`config.mk`:
```
export PLATFORM = sky130hd
export DESIGN_NAME = jk_mod_counter
export DESIGN_NICKNAME = d
export VERILOG_FILES = /design/src/rtl/jk_mod_counter.sv
export SDC_FILE = /design/constraint.sdc
export NUM_CORES = 1
export LEC_CHECK = 0
export ABC_AREA = 1
export ABC_CLOCK_PERIOD_IN_PS = 2500
export BUFFER_PORTS_ARGS = -buffer_cell sky130_fd_sc_hd__buf_4
export CAP_MARGIN = 5
export CORE_UTILIZATION = 48
export DETAILED_ROUTE_END_ITERATION = 8
export PLACE_DENSITY = 0.77
export SYNTH_ARGS = -nofsm -noshare
export SYNTH_HDL_FRONTEND = slang
export SYNTH_SLANG_ARGS = --single-unit
```
`constraint.sdc`:
```
create_clock -name CLK -period 2.5 [get_ports CLK]
set_clock_uncertainty 0.1 [all_clocks]
set_input_delay 0.625 -clock CLK [delete_from_list [all_inputs] [get_ports CLK]]
set_output_delay 0.625 -clock CLK [all_outputs]
set_load 0.01 [all_outputs]
```
`src/rtl/jk_mod_counter.sv`:
```
// jk_mod_counter: modulo-MODULUS up/down counter built on a bank of JK storage
// bits. The excitation stage computes the next count N and drives each bit
// with J=K=Q^N, so changed bits toggle and unchanged bits hold.
// Optional feature: define JK_MOD_COUNTER_SAT_EN to saturate at the range
// ends instead of wrapping.

// One JK storage bit: 11 toggles, 10 clears, 01 sets, 00 holds.
module jk_mod_counter_cell (
    input  logic CLK,
    input  logic RESET,
    input  logic j_i,
    input  logic k_i,
    output logic q_o
);
    logic q_q;

    // JK update on the rising edge; reset forces the bit low immediately
    always_ff @(posedge CLK or posedge RESET) begin
        if (RESET) begin
            q_q <= 1'b0;
        end else begin
            case ({j_i, k_i})
                2'b11:   q_q <= ~q_q;
                2'b10:   q_q <= 1'b0;
                2'b01:   q_q <= 1'b1;
                default: q_q <= q_q;
            endcase
        end
    end

    assign q_o = q_q;
endmodule

module jk_mod_counter #(
    parameter int WIDTH   = 4,
    parameter int MODULUS = 10
) (
    input  logic             CLK,
    input  logic             RESET,
    input  logic             EN,
    input  logic             UP,
    input  logic             LOAD,
    input  logic [WIDTH-1:0] LOAD_VAL,
    output logic [WIDTH-1:0] Q,
    output logic [WIDTH-1:0] J_BUS,
    output logic [WIDTH-1:0] K_BUS,
    output logic             TC,
    output logic             OVF
);
    // Reject a modulus that cannot be represented or counts nothing
    if (WIDTH < 1 || MODULUS < 2 || MODULUS > (1 << WIDTH)) begin : g_bad_param
        $error("jk_mod_counter: MODULUS must satisfy 2 <= MODULUS <= 2**WIDTH");
    end

    localparam logic [WIDTH-1:0] MAX_V   = WIDTH'(MODULUS - 1);
    localparam logic [WIDTH:0]   MOD_EXT = (WIDTH+1)'(MODULUS);

    logic [WIDTH-1:0] q_bits;
    logic [WIDTH-1:0] n_d;
    logic [WIDTH-1:0] exc;
    logic             at_max;
    logic             at_zero;
    logic             load_ok;
    logic             tc_d;
    logic             ovf_q;
    logic             ovf_d;

    assign at_max  = (q_bits == MAX_V);
    assign at_zero = (q_bits == '0);
    // Out-of-range load values collapse to 0 so Q never leaves 0..MODULUS-1
    assign load_ok = ({1'b0, LOAD_VAL} < MOD_EXT);

    // Next count: load beats enable; direction picks increment or decrement
    always_comb begin
        n_d = q_bits;
        if (LOAD) begin
            n_d = load_ok ? LOAD_VAL : '0;
        end else if (EN) begin
            if (UP) begin
`ifdef JK_MOD_COUNTER_SAT_EN
                n_d = at_max ? q_bits : q_bits + WIDTH'(1);
`else
                n_d = at_max ? '0 : q_bits + WIDTH'(1);
`endif
            end else begin
`ifdef JK_MOD_COUNTER_SAT_EN
                n_d = at_zero ? q_bits : q_bits - WIDTH'(1);
`else
                n_d = at_zero ? MAX_V : q_bits - WIDTH'(1);
`endif
            end
        end
    end

    // Only the toggle/hold encodings are used: J=K=1 where a bit must change
    assign exc   = q_bits ^ n_d;
    assign J_BUS = exc;
    assign K_BUS = exc;

    assign tc_d = EN & ~LOAD & ((UP & at_max) | (~UP & at_zero));
    assign TC   = tc_d;

    // Sticky overflow: load clears (and wins over TC), TC sets, else hold
    always_comb begin
        ovf_d = ovf_q;
        if (LOAD) begin
            ovf_d = 1'b0;
        end else if (tc_d) begin
            ovf_d = 1'b1;
        end
    end

    // Overflow flag register with asynchronous clear
    always_ff @(posedge CLK or posedge RESET) begin
        if (RESET) begin
            ovf_q <= 1'b0;
        end else begin
            ovf_q <= ovf_d;
        end
    end

    for (genvar i = 0; i < WIDTH; i++) begin : g_bit
        jk_mod_counter_cell u_cell (
            .CLK   (CLK),
            .RESET (RESET),
            .j_i   (J_BUS[i]),
            .k_i   (K_BUS[i]),
            .q_o   (q_bits[i])
        );
    end

    assign Q   = q_bits;
    assign OVF = ovf_q;
endmodule

```
==> flow_metrics.env <==
export IMPL_async_flop_share_pct=100
export IMPL_antenna_found_initial=0
export IMPL_finalHoldViolCount=0
export IMPL_grt_pass1_wl_um=2280
export IMPL_fmax_mhz=412
export IMPL_cts_buffers=3
export IMPL_clock_latency_ns=0.25
export IMPL_seq_area_frac_synth_pct=19.4
export IMPL_drive_above_1_share_pct=47.5
export IMPL_cp_arrival_ns=1.70
export IMPL_die_area_um2=1500
export IMPL_syn_instance_count=102
export IMPL_ir_worst_vdd_mv=0.341
export IMPL_initial_core_util_pct=55.1
export IMPL_min_path_type="primary input to asynchronous set/reset pin"
export IMPL_grt_pass1_vias=541
export IMPL_drt_initial_drc_count=22
export IMPL_synth_area_mux_share_pct=0
export IMPL_yosys_cell_types_count=19
export IMPL_synth_area_leaders="dfrtp_1 19%, nand2_1 19%, buf_4 14%"
export IMPL_clkTransAtPathRegs_ns=0.05
export IMPL_area_delta_synth_final_pct=32.9
export IMPL_synthTopCellsByCount="32 x nand2_1, 12 x buf_4, 12 x inv_1, 12 x nand3_1"
export IMPL_rsz0062_at_grt="true"
export IMPL_grt_usage_pct=21.9
export IMPL_setup_viol=0
export IMPL_antennaDiodeCount=0
export IMPL_syn_area_per_cell_um2=6.33
export IMPL_ys_flop_type="dfrtp_1"
export IMPL_crit_path_start="g_bit[1].u_cell.q_o"
export IMPL_fin_util_pct=73.3
export IMPL_relSlewSlack_pct=81.1
export IMPL_cp_required_ns=1.77
export IMPL_synth_top_area_share_pct=19.4
export IMPL_gr_total_overflow=0
export IMPL_wl_per_cell_um=11.1
export IMPL_fillers=84
export IMPL_tightestPinTransition_ns=0.283
export IMPL_cts_sinks=5
export IMPL_syn_cell_area_um2=646
export IMPL_gp_congestion=0.781
export IMPL_cts_tree="built"
export IMPL_p_per_area_nw_per_um2=494
export IMPL_final_area_um2=858
export IMPL_critPathKind="register to output pin"
export IMPL_synth_most_common_cell="nand2_1"
export IMPL_synth_fa_ha_area_share_pct=5.81
export IMPL_multi_input_area_um2=409
export IMPL_postRouteAntennaNets=0
export IMPL_vias=691
export IMPL_end_kind="output pin"
export IMPL_worst_hold_slack_ns=0.187
export IMPL_htree_levels=1
export IMPL_portBuffers=22
export IMPL_dpl_cell_area_um2=734
export IMPL_synth_top_area_cell="dfrtp_1"
export IMPL_drt_vias_per_instance=5.08
export IMPL_syn_nets=114
export IMPL_synth_xor_area_share_pct=0
export IMPL_root_buffer="clkbuf_4"
export IMPL_p_leak_nw=0.476
export IMPL_crit_fanout=4
export IMPL_period_needed_ns=2.43
export IMPL_period_share_pct=97.0
export IMPL_ys_seq_elements=5
export IMPL_core_area_um2=1170
export IMPL_ys_warnings_count=0
export IMPL_dpl_hpwl_um=1070
export IMPL_nets=135
export IMPL_stdcell_count=136
export IMPL_status="finished, final reports clean"
export IMPL_die_height_um=38.7
export IMPL_start_kind="register"
export IMPL_rows=12
export IMPL_synthSimpleGateAreaFrac_pct=45.2
export IMPL_drt_pass1_iterations=4
export IMPL_seqCellArea_um2=129
export IMPL_totalWireLength_um=1500
export IMPL_dp_cells=126
export IMPL_ios=23
export IMPL_maxCapViolCount=0
export IMPL_synth_compound_area_share_pct=5.81
export IMPL_timing_rr_start="g_bit[1].u_cell.q_o"
export IMPL_synth_edf_count=0
export IMPL_maxSlewViolCount=0
export IMPL_drc_errors=0
export IMPL_synth_top_family_by_area="simple AND/OR/NAND/NOR gates"
export IMPL_cts_buffer_depth=2
export IMPL_final_setup_tns_ns=0
export IMPL_grt_max_degree=12
export IMPL_die_width_um=38.7
## per-stage QoR
step	setup WS, ns	power [mW]
detailed placement	0.156	0.290
global route	-0.0365	0.456
global placement	0.182	0.287
floorplan	0.341	0.255
finish	0.0738	0.424
CTS	0.0378	0.396
## where the power goes
| group | switching (mW) | internal (mW) | total, mW |
|---|---|---|---|
| clock | 0.0364 | 0.0606 | 0.0970 |
| sequential | 0.0214 | 0.0905 | 0.112 |
| combinational | 0.109 | 0.106 | 0.216 |
## sequential cells by signal, summed over array words and instances (netlist names)
| signal | flops |
|---|---|
| g_bit.u_cell.q_o | 4 |
| OVF | 1 |
## layout make-up
| type | count | area share, % |
|---|---|---|
| repair buffers | 29 | 25.8 |
| inverters | 14 | 6.41 |
| clock buffers | 4 | 3.06 |
| well taps | 14 | 2.04 |
| flip-flops and latches | 5 | 15.0 |
| multi-input cells | 70 | 47.7 |
## path summary, 6_finish.rpt
kind | endpoint | slack, ns | cells after the start
setup / recovery | K_BUS[0] | 0.07 | 10
setup reg to reg | g_bit[2].u_cell.q_o | 0.97 | 10
max in group asynchronous | g_bit[1].u_cell.q_o | 1.91 | 2
min in group CLK | OVF | 0.40 | 2
hold / removal | g_bit[3].u_cell.q_o | 0.19 | 2
hold reg to reg | OVF | 0.40 | 2
## critical path: stages (launching register included)
cell and delay [ns]:
dfrtp_2 0.46, inv_4 0.09, ha_2 0.17, nand2_2 0.06
nor2_4 0.12, o211ai_1 0.10, nand2_1 0.10, nand2_1 0.08
nand2_1 0.07, nand2_1 0.07, buf_4 0.15
## logic make-up (layout without fill, tap and decap cells)
| family | after synthesis | count (layout) |
|---|---|---|
| AO/OA/AOI/OAI | 7 | 7 |
| adder cells (fa/ha/maj) | 3 | 3 |
| AND/OR/NAND/NOR | 60 | 60 |
| buffers and inverters | 27 | 47 |
| flip-flops | 5 | 5 |
## layout by cell type (no fill, tap or decap), drive strengths merged
| cell type | instances |
|---|---|
| nand2 | 37 |
| buf | 29 |
| nand3 | 14 |
| inv | 14 |
| nor2 | 6 |
| dfrtp | 5 |
| a21oi | 4 |
| clkbuf | 4 |
| ha | 3 |
| nand4 | 2 |
| o21ai | 2 |
| o211ai | 1 |
| or2 | 1 |
## metal layers
metal	track usage [%]	part of all wire [%]	wire (µm)
met1	28.0	42	635
met2	35.4	51	770
met3	6.94	6.5	98
met4	5.17	0	0
met5	0	0	0
## timing repair
action | 4_1_cts | 5_1_grt
buffers inserted | 2 | 4
gates resized for setup | 3 | 15
endpoints found under the setup margin | 8 | 8
pin swaps | 0 | 3
hold buffers | 0 | 0
(Power assumes the default switching activity.)
